==> src/rtl/trans_source.sv <==
// trans_source: transmit side of the 128-bit transaction interface.
// Assembles 16 bytes (MSB byte first) into a 128-bit transaction word.
// Completed words go into a small FIFO. The FIFO head is presented on
// data_o/valid_o and is held there until the validator acknowledges it.
//
// Word layout:
//   [127:80] sender id
//   [79:32]  receiver id
//   [31:10]  amount
//   [9]      block start
//   [8:0]    reserved
//
// Ports:
//   clk, rst      single clock; synchronous active-high reset
//   byte_i        input byte
//   byte_valid_i  byte_i is valid this cycle
//   byte_ready_o  byte is accepted when byte_valid_i & byte_ready_o
//   abort_i       discard the partially assembled word
//   data_o        head-of-FIFO transaction word
//   valid_o       data_o holds a pending word
//   ack_i         validator accepted data_o; pops the FIFO
//   count_o       words acknowledged since reset (wraps at 2^16)
//   overflow_o    sticky: a byte was offered while byte_ready_o=0
//   dbg_state     1 while the assembler is in STALL, 0 in COLLECT
//
// Handshakes:
//   Byte side: a byte transfers on a clock edge where byte_valid_i and
//   byte_ready_o are both 1 and abort_i is 0. The sender must not raise
//   byte_valid_i while byte_ready_o=0. A byte offered that way is dropped
//   and latches overflow_o.
//   Word side: valid_o/data_o stay stable until an edge with ack_i=1.
//   At that edge the word is popped. An ack_i while valid_o=0 is ignored.
module trans_source #(
  parameter int FIFO_DEPTH   = 4,
  parameter int BYTES_PER_TX = 16
) (
  input  logic         clk,
  input  logic         rst,
  input  logic [7:0]   byte_i,
  input  logic         byte_valid_i,
  output logic         byte_ready_o,
  input  logic         abort_i,
  output logic [127:0] data_o,
  output logic         valid_o,
  input  logic         ack_i,
  output logic [15:0]  count_o,
  output logic         overflow_o,
  output logic         dbg_state
);

  localparam int          AW      = $clog2(FIFO_DEPTH);
  localparam logic [3:0]  BC_LAST = 4'(BYTES_PER_TX - 1);
  localparam logic [AW:0] PTR_ONE = (AW + 1)'(1);

  typedef enum logic {COLLECT = 1'b0, STALL = 1'b1} state_e;

  state_e       state;
  logic [3:0]   bc;
  // Only the 15 most recent bytes are kept. The 16th byte goes straight
  // into the FIFO word.
  logic [119:0] sr;
  logic [127:0] mem [FIFO_DEPTH];
  logic [AW:0]  wr_ptr, rd_ptr;

  logic         fifo_empty, fifo_full;
  logic         accept, push, pop;
  logic [3:0]   bc_n;
  logic [AW:0]  wr_ptr_n, rd_ptr_n;
  logic         full_n;

  assign fifo_empty = (wr_ptr == rd_ptr);
  assign fifo_full  = (wr_ptr[AW] != rd_ptr[AW]) &&
                      (wr_ptr[AW-1:0] == rd_ptr[AW-1:0]);

  // Readiness is computed from the registered full flag. A pop in the same
  // cycle does not open the slot until the next cycle.
  assign byte_ready_o = !rst && !(bc == BC_LAST && fifo_full);

  assign accept = byte_valid_i && byte_ready_o && !abort_i;
  assign push   = accept && (bc == BC_LAST);
  assign pop    = ack_i && !fifo_empty;

  assign valid_o   = !fifo_empty;
  assign data_o    = mem[rd_ptr[AW-1:0]];
  assign dbg_state = (state == STALL);

  always_comb begin
    bc_n     = bc;
    wr_ptr_n = wr_ptr;
    rd_ptr_n = rd_ptr;
    if (abort_i)     bc_n = 4'd0;
    else if (accept) bc_n = bc + 4'd1;
    if (push) wr_ptr_n = wr_ptr + PTR_ONE;
    if (pop)  rd_ptr_n = rd_ptr + PTR_ONE;
    full_n = (wr_ptr_n[AW] != rd_ptr_n[AW]) &&
             (wr_ptr_n[AW-1:0] == rd_ptr_n[AW-1:0]);
  end

  always_ff @(posedge clk) begin
    if (rst) begin
      state      <= COLLECT;
      bc         <= 4'd0;
      sr         <= '0;
      wr_ptr     <= '0;
      rd_ptr     <= '0;
      count_o    <= 16'd0;
      overflow_o <= 1'b0;
      for (int i = 0; i < FIFO_DEPTH; i++) mem[i] <= '0;
    end else begin
      bc     <= bc_n;
      wr_ptr <= wr_ptr_n;
      rd_ptr <= rd_ptr_n;
      state  <= (bc_n == BC_LAST && full_n) ? STALL : COLLECT;
      if (accept) sr <= {sr[111:0], byte_i};
      if (push)   mem[wr_ptr[AW-1:0]] <= {sr, byte_i};
      if (pop)    count_o <= count_o + 16'd1;
      if (byte_valid_i && !byte_ready_o) overflow_o <= 1'b1;
    end
  end

endmodule

==> config.mk <==
export PLATFORM = sky130hd
export DESIGN_NAME = trans_source
export DESIGN_NICKNAME = d
export VERILOG_FILES = /design/src/rtl/trans_source.sv
export SDC_FILE = /design/constraint.sdc
export NUM_CORES = 1
export LEC_CHECK = 0
export CAP_MARGIN = 25
export CORE_MARGIN = 1.5
export CORE_UTILIZATION = 23
export DETAILED_ROUTE_END_ITERATION = 12
export PLACE_DENSITY = 0.43
export SLEW_MARGIN = 20
export SYNTH_ARGS = -nofsm -noshare
export SYNTH_HDL_FRONTEND = slang
export SYNTH_SLANG_ARGS = --single-unit
export TNS_END_PERCENT = 100
==> constraint.sdc <==
create_clock -name clk -period 4.6 [get_ports clk]
set_input_delay 0.92 -clock clk [delete_from_list [all_inputs] [get_ports clk]]
set_output_delay 0.92 -clock clk [all_outputs]
set_load 0.05 [all_outputs]
==> results of run 1 <==
layer usage:
layer / routed length, um / vias to the layer above / part of all wire
met1: 37210 / 8340 / 0.47
met3: 3065 / 94 / 0.038
met2: 37860 / 294 / 0.48
met5: 21 / - / 0.00026
li1: - / 7365 / -
met4: 1464 / 4 / 0.018
cell families after synthesis:
kind of cell | after synthesis | synth area share
buffers and inverters | 155 | 0.02770
flip-flops | 660 | 0.6622
XOR/XNOR | 25 | 0.008856
multiplexers | 130 | 0.1049
AND/OR/NAND/NOR | 847 | 0.1661
adder cells (fa/ha/maj) | 4 | 0.001807
AO/OA/AOI/OAI | 145 | 0.02838
cells in the final DEF, fill, tap and decap left out, types with 8 or more instances in the layout:
cell,count
clkbuf_8,15
xnor2_1,16
clkdlybuf4s50_1,159
mux4_2,128
clkbuf_1,25
clkbuf_16,80
buf_4,17
dfxtp_1,146
nand2_1,257
nor2_1,24
nand3_1,8
edfxtp_1,512
and3_1,129
a21oi_1,130
buf_12,18
nand4_1,8
and2_1,386
report_power, final:
part           internal [mW]  leakage, nW  switching (mW)  total (mW)
clock                   3.61         1.23            2.45        6.06
sequential              6.62         6.15          0.0540        6.67
combinational          0.196         3.89           0.463       0.659
layout make-up:
type	instances	area [um^2]	area share
flip-flops and latches	660	18350	0.5456
inverters	4	15.01	0.0004465
well taps	1612	2017	0.05998
multi-input cells	1151	8640	0.2569
clock inverters	22	215.2	0.006400
clock buffers	120	2302	0.06847
repair buffers	195	2091	0.06218
critical path, cell delays in order, from the launching register on:
cell and delay [ns]:
dfxtp_4 0.56, buf_12 0.50, mux4_2 0.67, clkdlybuf4s50_1 0.74
per-stage QoR:
stage / util / total power, mW / hold slack [ns] / instances
global placement: 0.2600 / 7.468 / 0.4602 / 3622
CTS: 0.2810 / 13.60 / 0.4795 / 3764
global route: 0.2810 / 13.86 / 0.5206 / 3764
detailed placement: 0.2600 / 7.483 / 0.4624 / 3622
floorplan: - / 7.172 / 0.4571 / 1966
finish: 0.2810 / 13.39 / 0.4773 / 3764
sequential cells by signal, summed over array words and instances (netlist names):
signal / count
overflow_o: 1
wr_ptr: 3
rd_ptr: 3
dbg_state: 1
mem: 512
bc: 4
count_o: 16
sr: 120
final timing paths:
kind / cells past startpoint / endpoint / startpoint / slack, ns
setup / recovery: 3 / data_o[27] / rd_ptr[0] / 0.49
hold / removal: 2 / overflow_o / overflow_o / 0.48
setup reg to reg: 6 / sr[96] / wr_ptr[0] / 1.11
hold reg to reg: 2 / overflow_o / overflow_o / 0.48
==> qor.csv, run 1 <==
stage,metric,value,unit
run_status,outcome,completed,
global_route,first-pass GRT wire length,117.4,mm
floorplanning,Core ar.,0.1197,mm^2
setup_path,Worst Path Max Fanout,64,
synthesis,synthesized cell area,0.02769,mm^2
cts,Clock Latency Late Sink,0.63,ns
sta,Tcrit/Tclk final,0.8927,
place,HPWL Detailed,42.19,mm
place,Final Wtd Congestion,0.7235,
synthesis,synth unique cells,44,
floorplanning,# IOs,161,
cts,setup bufs post-CTS,0,
synthesis,Yosys warnings,0,
global_route,M1 GR Usage,0.1768,
sta,Final WS setup,0.4936,ns
synthesis,Gate Count Post-Synth,1966,
cts,TritonCTS Buffers,76,
cts,TritonCTS sink count,660,
synthesis,top area cells in the synthesized netlist,"edfxtp_1 (56%), dfxtp_1 (11%), mux4_2 (10%)",
detailed_routing,Via density,4.277,
place,placed cell area,0.03111,mm^2
setup_path,Crit. End Element,primary output,
detailed_routing,initial drt markers,927,
final_layout,share of layout cells above drive strength 1,0.1375,
detailed_routing,total wire length,79.62,mm
synthesis,Mapped Nets,1983,
synthesis,post-synth top area share,0.5552,
global_route,total grt overflow,0,
floorplanning,Initial Utilization,0.2314,
final_layout,nets,2105,
sta,"Hold Vio Cnt, Final",0,
synthesis,syn avg cell area,14.09,um^2
setup_path,critical path launch point type,register,
detailed_routing,# DRC,0,
synthesis,Post-synth EDFFs,512,
cts,root cell of the clock tree,clkbuf_16,
power_and_ir_drop,leakage power,11.27,nW
cts,CTS tree,built,
global_route,grt met2 use,0.2137,
final_layout,Antenna Diode Count,0,
cts,# hold bufs at CTS,0,
sta,"Setup violations, final",0,
final_layout,Fillers,12099,
cts,Max Root-Sink Buffers,3,
final_layout,final instance area,0.03362,mm^2
min_path,hold crit path type,reg -> reg,
sta,fmax,243.5,MHz
sta,Worst-Margin Slew,1.028,ns
synthesis,most common cell in the synthesized netlist,edfxtp_1,
setup_path,worst setup path class,reg -> out,
synthesis,synth cell count leaders,"edfxtp_1 (512), and2_1 (387), nand2_1 (257)",
sta,Final min period,4.106,ns
detailed_routing,Detail Route Antenna Nets,0,
cts,H-Tree Level Count,3,
global_route,total track usage,0.1302,
floorplanning,Die ar.,0.1225,mm^2
sta,Clock Skews,0.02664,ns
cts,clk slew on worst S/H paths,0.05,ns
sta,Slew HR,0.3149,
sta,RSZ-0062 raised after global routing,false,
global_route,met3 GRT Util,0.02009,
global_route,initial antenna violation count,5,
place,# port buffers,160,
detailed_routing,DR pass1 iterations,5,
cts,Resized Gates After CTS,0,
power_and_ir_drop,Max VDD drop,0.2688,mV
synthesis,biggest area consumer among synthesized cells,edfxtp_1,
floorplanning,# rows,127,
sta,fin. max-slew vios,0,
job,max cap viols,0,
power_and_ir_drop,Power Dens Cells,398.2,mW/mm^2
place,DP Worst Slack,0.9262,ns
detailed_routing,via count,16097,
synthesis,ys async rst share,0,
setup_path,Crit path required time,3.68,ns
setup_path,CP arrival,3.19,ns
final_layout,Area Growth Syn to Fin,21.43,%
floorplanning,Die X,350.0,um
floorplanning,Die Y,350.0,um
global_route,largest net degree at the start of global routing,129,
synthesis,ys flop type,edfxtp_1,
synthesis,Yosys reg bits,660,
synthesis,"Seq/Total Area, Yosys",0.6622,
sta,setup TNS,0,ns
global_route,vias in the first global route,16960,
detailed_routing,WL/cell,21.15,um
global_route,global route hottest layer,met2,
No activity file was read; power rests on OpenSTA's default activity.
==> run 2, diff against run 1 <==
- CTS_BUF_LIST: not set -> sky130_fd_sc_hd__clkbuf_4 sky130_fd_sc_hd__clkbuf_8 sky130_fd_sc_hd__clkbuf_16
- HOLD_SLACK_MARGIN: not set -> 0.02
==> run 2 against run 1 <==
Against the previous run:
- clock-buffer cell count is the same
- clock skew shrank 0.00080 ns
- final cell count is the same
- final area grew 0.28%
- via count is essentially flat
- critical path type unchanged
- power grew 1.1%
- die area is the same
- largest cell class unchanged
- worst hold slack lost 0.0019 ns
==> qor.csv, run 2 (same netlist as run 1, synthesis figures left out) <==
stage,metric,value,unit
cts,Resized Gates After CTS,0,
final_layout,Antenna Diode Count,0,
global_route,vias in the first global route,16964,
setup_path,critical path launch point type,register,
cts,Clock Latency Late Sink,0.63,ns
detailed_routing,metal2 WL,37.88,mm
sta,"Setup violations, final",0,
cts,H-Tree Level Count,3,
setup_path,Crit. End Element,primary output,
detailed_routing,via count,16081,
floorplanning,# rows,127,
global_route,initial antenna violation count,5,
detailed_routing,max layer used,met5,
setup_path,Reg-to-Reg Start,wr_ptr[0],
setup_path,Worst setup endpoint,data_o[27],
detailed_routing,met3 wire length,3.119,mm
detailed_routing,total wire length,79.58,mm
setup_path,Worst R2R Setup Slack,1.12,ns
setup_path,Worst R2R Path Depth,6,
global_route,first-pass GRT wire length,117.4,mm
setup_path,critical path's largest stage delay,0.74,ns
setup_path,R2R Path End,sr[53],
sta,fmax,243.8,MHz
sta,Final min period,4.102,ns
cts,# hold bufs at CTS,0,
cts,TritonCTS Buffers,76,
final_layout,Area Growth Syn to Fin,21.76,%
final_layout,Largest regs,"mem (512), sr (120), count_o (16)",
setup_path,slowest CP cell,clkdlybuf4s50_1,
floorplanning,Die Y,350.0,um
floorplanning,Die X,350.0,um
sta,setup TNS,0,ns
final_layout,"most common cell after layout, fill and taps aside",edfxtp_1,
setup_path,CP Cell Sequence,"buf_12, mux4_2, clkdlybuf4s50_1",
final_layout,Non-Filler Instances,3764,
place,Post-Place Cells,3622,
setup_path,Worst Path Max Fanout,64,
floorplanning,Core ar.,0.1197,mm^2
place,Final Wtd Congestion,0.7235,
detailed_routing,initial drt markers,925,
sta,Slew HR,0.3144,
setup_path,worst setup path class,reg -> out,
global_route,total grt overflow,0,
run_status,outcome,completed,
final_layout,final instance area,0.03372,mm^2
final_layout,max FFs per register,512,
place,# port buffers,160,
global_route,total track usage,0.1301,
power_and_ir_drop,Max VDD drop,0.2708,mV
floorplanning,Die ar.,0.1225,mm^2
final_layout,largest register by flop count,mem,
min_path,Hold Path Origin,overflow_o,
final_layout,nets,2105,
cts,setup bufs post-CTS,0,
global_route,largest net degree at the start of global routing,129,
min_path,hold crit path type,reg -> reg,
final_layout,most frequent cells in the layout,"edfxtp_1 (512), and2_1 (386), nand2_1 (257)",
floorplanning,Initial Utilization,0.2314,
setup_path,Worst Setup SP,rd_ptr[0],
setup_path,Crit path required time,3.68,ns
setup_path,critical path's top delay family,buffers and inverters,
setup_path,Buf/Inv on CP,2,
detailed_routing,Detail Route Antenna Nets,0,
floorplanning,# IOs,161,
sta,RSZ-0062 raised after global routing,false,
sta,fin. max-slew vios,0,
power_and_ir_drop,Power Dens Cells,401.4,mW/mm^2
cts,CTS tree,built,
sta,Tcrit/Tclk final,0.8917,
sta,Worst-Margin Slew,1.028,ns
setup_path,CP arrival,3.18,ns
sta,Clock Skews,0.02583,ns
cts,clk slew on worst S/H paths,0.05,ns
detailed_routing,# DRC,0,
detailed_routing,met1 WL,37.06,mm
power_and_ir_drop,leakage power,11.36,nW
setup_path,WP depth,3,
detailed_routing,Via density,4.272,
place,placed cell area,0.03111,mm^2
final_layout,share of layout cells above drive strength 1,0.1492,
detailed_routing,DR pass1 iterations,5,
min_path,hold path cells,2,
job,max cap viols,0,
place,HPWL Detailed,42.19,mm
cts,TritonCTS sink count,660,
cts,root cell of the clock tree,clkbuf_16,
detailed_routing,WL/cell,21.14,um
final_layout,Fillers,12082,
sta,"Hold Vio Cnt, Final",0,
cts,Max Root-Sink Buffers,3,
run 2: tightest hold or removal path: stages (launching register included):
cell     delay (ns)
dfxtp_1        0.33
a21oi_1        0.04
nor2_1         0.07
run 2: worst min-delay path by stage:
stage,endpoint,slack (ns)
after CTS,overflow_o,0.48
after global routing,overflow_o,0.52
final,overflow_o,0.48
after detailed placement,overflow_o,0.46
after global placement,overflow_o,0.46
after floorplan,sr[112],0.46
run 2: power breakdown:
group	total, mW	leakage [nW]	switching [mW]	internal [mW]
combinational	0.659	3.89	0.463	0.196
sequential	6.67	6.15	0.0540	6.62
clock	6.21	1.31	2.45	3.76
run 2: per-stage QoR:
step           power, mW  hold WS [ns]    util  setup slack [ns]
6_report           13.54        0.4754  0.2818            0.4983
5_1_grt            14.01        0.5206  0.2818            0.3086
4_1_cts            13.75        0.4795  0.2818            0.3697
3_5_place_dp       7.483        0.4624  0.2600            0.9262
3_3_place_gp       7.468        0.4602  0.2600            0.9377
2_1_floorplan      7.172        0.4571       -            0.4808
run 2: cell type report:
type,count,area [um^2],area share
Sequential cell,660,18350,0.5441
Clock buffer,120,2396,0.07106
Inverter,4,15.01,0.0004453
Timing Repair Buffer,195,2091,0.06201
Clock inverter,22,215.2,0.006382
Multi-Input combinational cell,1151,8640,0.2562
Tap cell,1612,2017,0.05982
run 2: routing by layer:
layer	up-vias	global-route usage
met3	96	0.01983
met4	4	0.03833
met5	-	0
met2	285	0.2133
li1	7369	-
met1	8327	0.1770
==> run 3, diff against run 2 <==
- CORE_MARGIN: 1.5 -> 3
- PLACE_DENSITY: 0.43 -> 0.36
==> run 3 against run 2 <==
Against the previous run:
- wire length grew 6.4%
- clock skew is essentially flat
- register-to-register slack gained 0.53 ns
- global-route usage grew 0.53 points
- worst hold slack gained 0.0086 ns
- final area grew 0.42%
- largest power group unchanged
- highest routed layer unchanged
==> qor.csv, run 3 (same netlist as run 1, synthesis figures left out) <==
stage,metric,value,unit
setup_path,worst setup path class,reg -> out,
floorplanning,Die ar.,0.1246,mm^2
setup_path,Worst R2R Path Depth,6,
floorplanning,# rows,126,
min_path,Hold Path Origin,overflow_o,
cts,Max Root-Sink Buffers,3,
cts,TritonCTS sink count,660,
detailed_routing,via count,16180,
final_layout,Fillers,11953,
floorplanning,Initial Utilization,0.2333,
cts,Resized Gates After CTS,0,
min_path,hold path cells,2,
sta,RSZ-0062 raised after global routing,false,
detailed_routing,Detail Route Antenna Nets,0,
final_layout,Largest regs,"mem (512), sr (120), count_o (16)",
setup_path,slowest CP cell,clkdlybuf4s50_1,
global_route,initial antenna violation count,4,
cts,root cell of the clock tree,clkbuf_16,
cts,# hold bufs at CTS,0,
global_route,vias in the first global route,17614,
sta,Final min period,3.984,ns
floorplanning,Die X,353.0,um
cts,TritonCTS Buffers,80,
cts,setup bufs post-CTS,0,
place,placed cell area,0.03119,mm^2
floorplanning,Die Y,353.0,um
sta,Tcrit/Tclk final,0.8661,
sta,Hold WS,0.4840,ns
detailed_routing,Via density,4.297,
cts,Clock Latency Late Sink,0.63,ns
min_path,Worst Hold Path EP,overflow_o,
final_layout,nets,2115,
min_path,hold crit path type,reg -> reg,
final_layout,Area Growth Syn to Fin,22.28,%
setup_path,CP arrival,3.06,ns
final_layout,max FFs per register,512,
job,max cap viols,0,
final_layout,share of layout cells above drive strength 1,0.1567,
place,HPWL Detailed,45.26,mm
power_and_ir_drop,Max VDD drop,0.2474,mV
power_and_ir_drop,Power Dens Cells,403.1,mW/mm^2
place,DP Worst Slack,0.8512,ns
sta,"Setup violations, final",0,
detailed_routing,DR pass1 iterations,5,
setup_path,Crit. End Element,primary output,
place,Final Wtd Congestion,0.6928,
place,# port buffers,160,
detailed_routing,WL/cell,22.48,um
sta,Slew HR,0.3103,
final_layout,most frequent cells in the layout,"edfxtp_1 (512), and2_1 (386), nand2_1 (257)",
sta,setup TNS,0,ns
cts,clk slew on worst S/H paths,0.05,ns
final_layout,final instance area,0.03386,mm^2
setup_path,Worst R2R Setup Slack,1.65,ns
setup_path,CP Cell Sequence,"buf_12, mux4_2, clkdlybuf4s50_1",
final_layout,largest register by flop count,mem,
cts,CTS tree,built,
setup_path,critical path's largest stage delay,0.76,ns
sta,Final WS setup,0.6158,ns
detailed_routing,initial drt markers,1172,
detailed_routing,# DRC,0,
setup_path,Crit path required time,3.68,ns
setup_path,Reg-to-Reg Start,rd_ptr[1],
detailed_routing,total wire length,84.64,mm
global_route,largest net degree at the start of global routing,129,
run_status,outcome,completed,
setup_path,R2R Path End,sr[77],
place,Post-Place Cells,3615,
sta,Clock Skews,0.02542,ns
final_layout,"most common cell after layout, fill and taps aside",edfxtp_1,
global_route,first-pass GRT wire length,125.3,mm
global_route,total grt overflow,0,
power_and_ir_drop,leakage power,11.46,nW
floorplanning,Core ar.,0.1187,mm^2
sta,Worst-Margin Slew,1.035,ns
setup_path,Worst Path Max Fanout,48,
sta,fin. max-slew vios,0,
floorplanning,# IOs,161,
final_layout,Non-Filler Instances,3765,
cts,H-Tree Level Count,3,
sta,"Hold Vio Cnt, Final",0,
global_route,total track usage,0.1354,
sta,fmax,251.0,MHz
setup_path,critical path launch point type,register,
run 3: area by class of cell:
cell class | count | area [um^2] | share of cell area
sequential | 660 | 18350 | 0.5418
clock inverter | 13 | 101.3 | 0.002993
antenna | 1 | 2.502 | 0.00007390
clock buffer | 135 | 2542 | 0.07508
tap | 1600 | 2002 | 0.05912
inverter | 4 | 15.01 | 0.0004434
multi-input combinational | 1151 | 8640 | 0.2551
timing repair buffer | 201 | 2213 | 0.06537
run 3: report_power, final:
part           leakage [nW]  switching, mW  internal (mW)
Combinational          3.95          0.469          0.201
Sequential             6.15         0.0556           6.62
Clock                  1.35           2.48           3.82
run 3: how the worst max path moves through the flow:
stage | startpoint | end | slack, ns | cells past startpoint
4_1_cts | rd_ptr[0] | data_o[34] | 0.49 | 3
5_1_grt | rd_ptr[0] | data_o[34] | 0.46 | 3
6_report | rd_ptr[0] | data_o[34] | 0.62 | 3
2_1_floorplan | rst | mem[2][0] | 0.48 | 8
3_3_place_gp | byte_valid_i | dbg_state | 0.83 | 7
3_5_place_dp | byte_valid_i | dbg_state | 0.85 | 7
run 3: layer usage:
metal  track usage  up-vias  wire length [um]
met4       0.02966        4              1520
met3       0.02877      100              3836
met5             0        -                27
met1        0.1769     8388             38050
met2        0.2303      309             41210
li1              -     7379                 -
run 3: worst max-delay path, delay by kind of cell, from the launching register on:
| family | cells | cell delay, ns |
|---|---|---|
| flops | 1 | 0.54 |
| buf+inv | 2 | 1.19 |
| mux | 1 | 0.68 |
run 3: per-stage QoR:
| step | util | power (mW) |
|---|---|---|
| CTS | 0.2850 | 13.88 |
| finish | 0.2852 | 13.65 |
| global route | 0.2852 | 14.13 |
| floorplan | - | 7.172 |
| detailed placement | 0.2627 | 7.493 |
| global placement | 0.2625 | 7.483 |
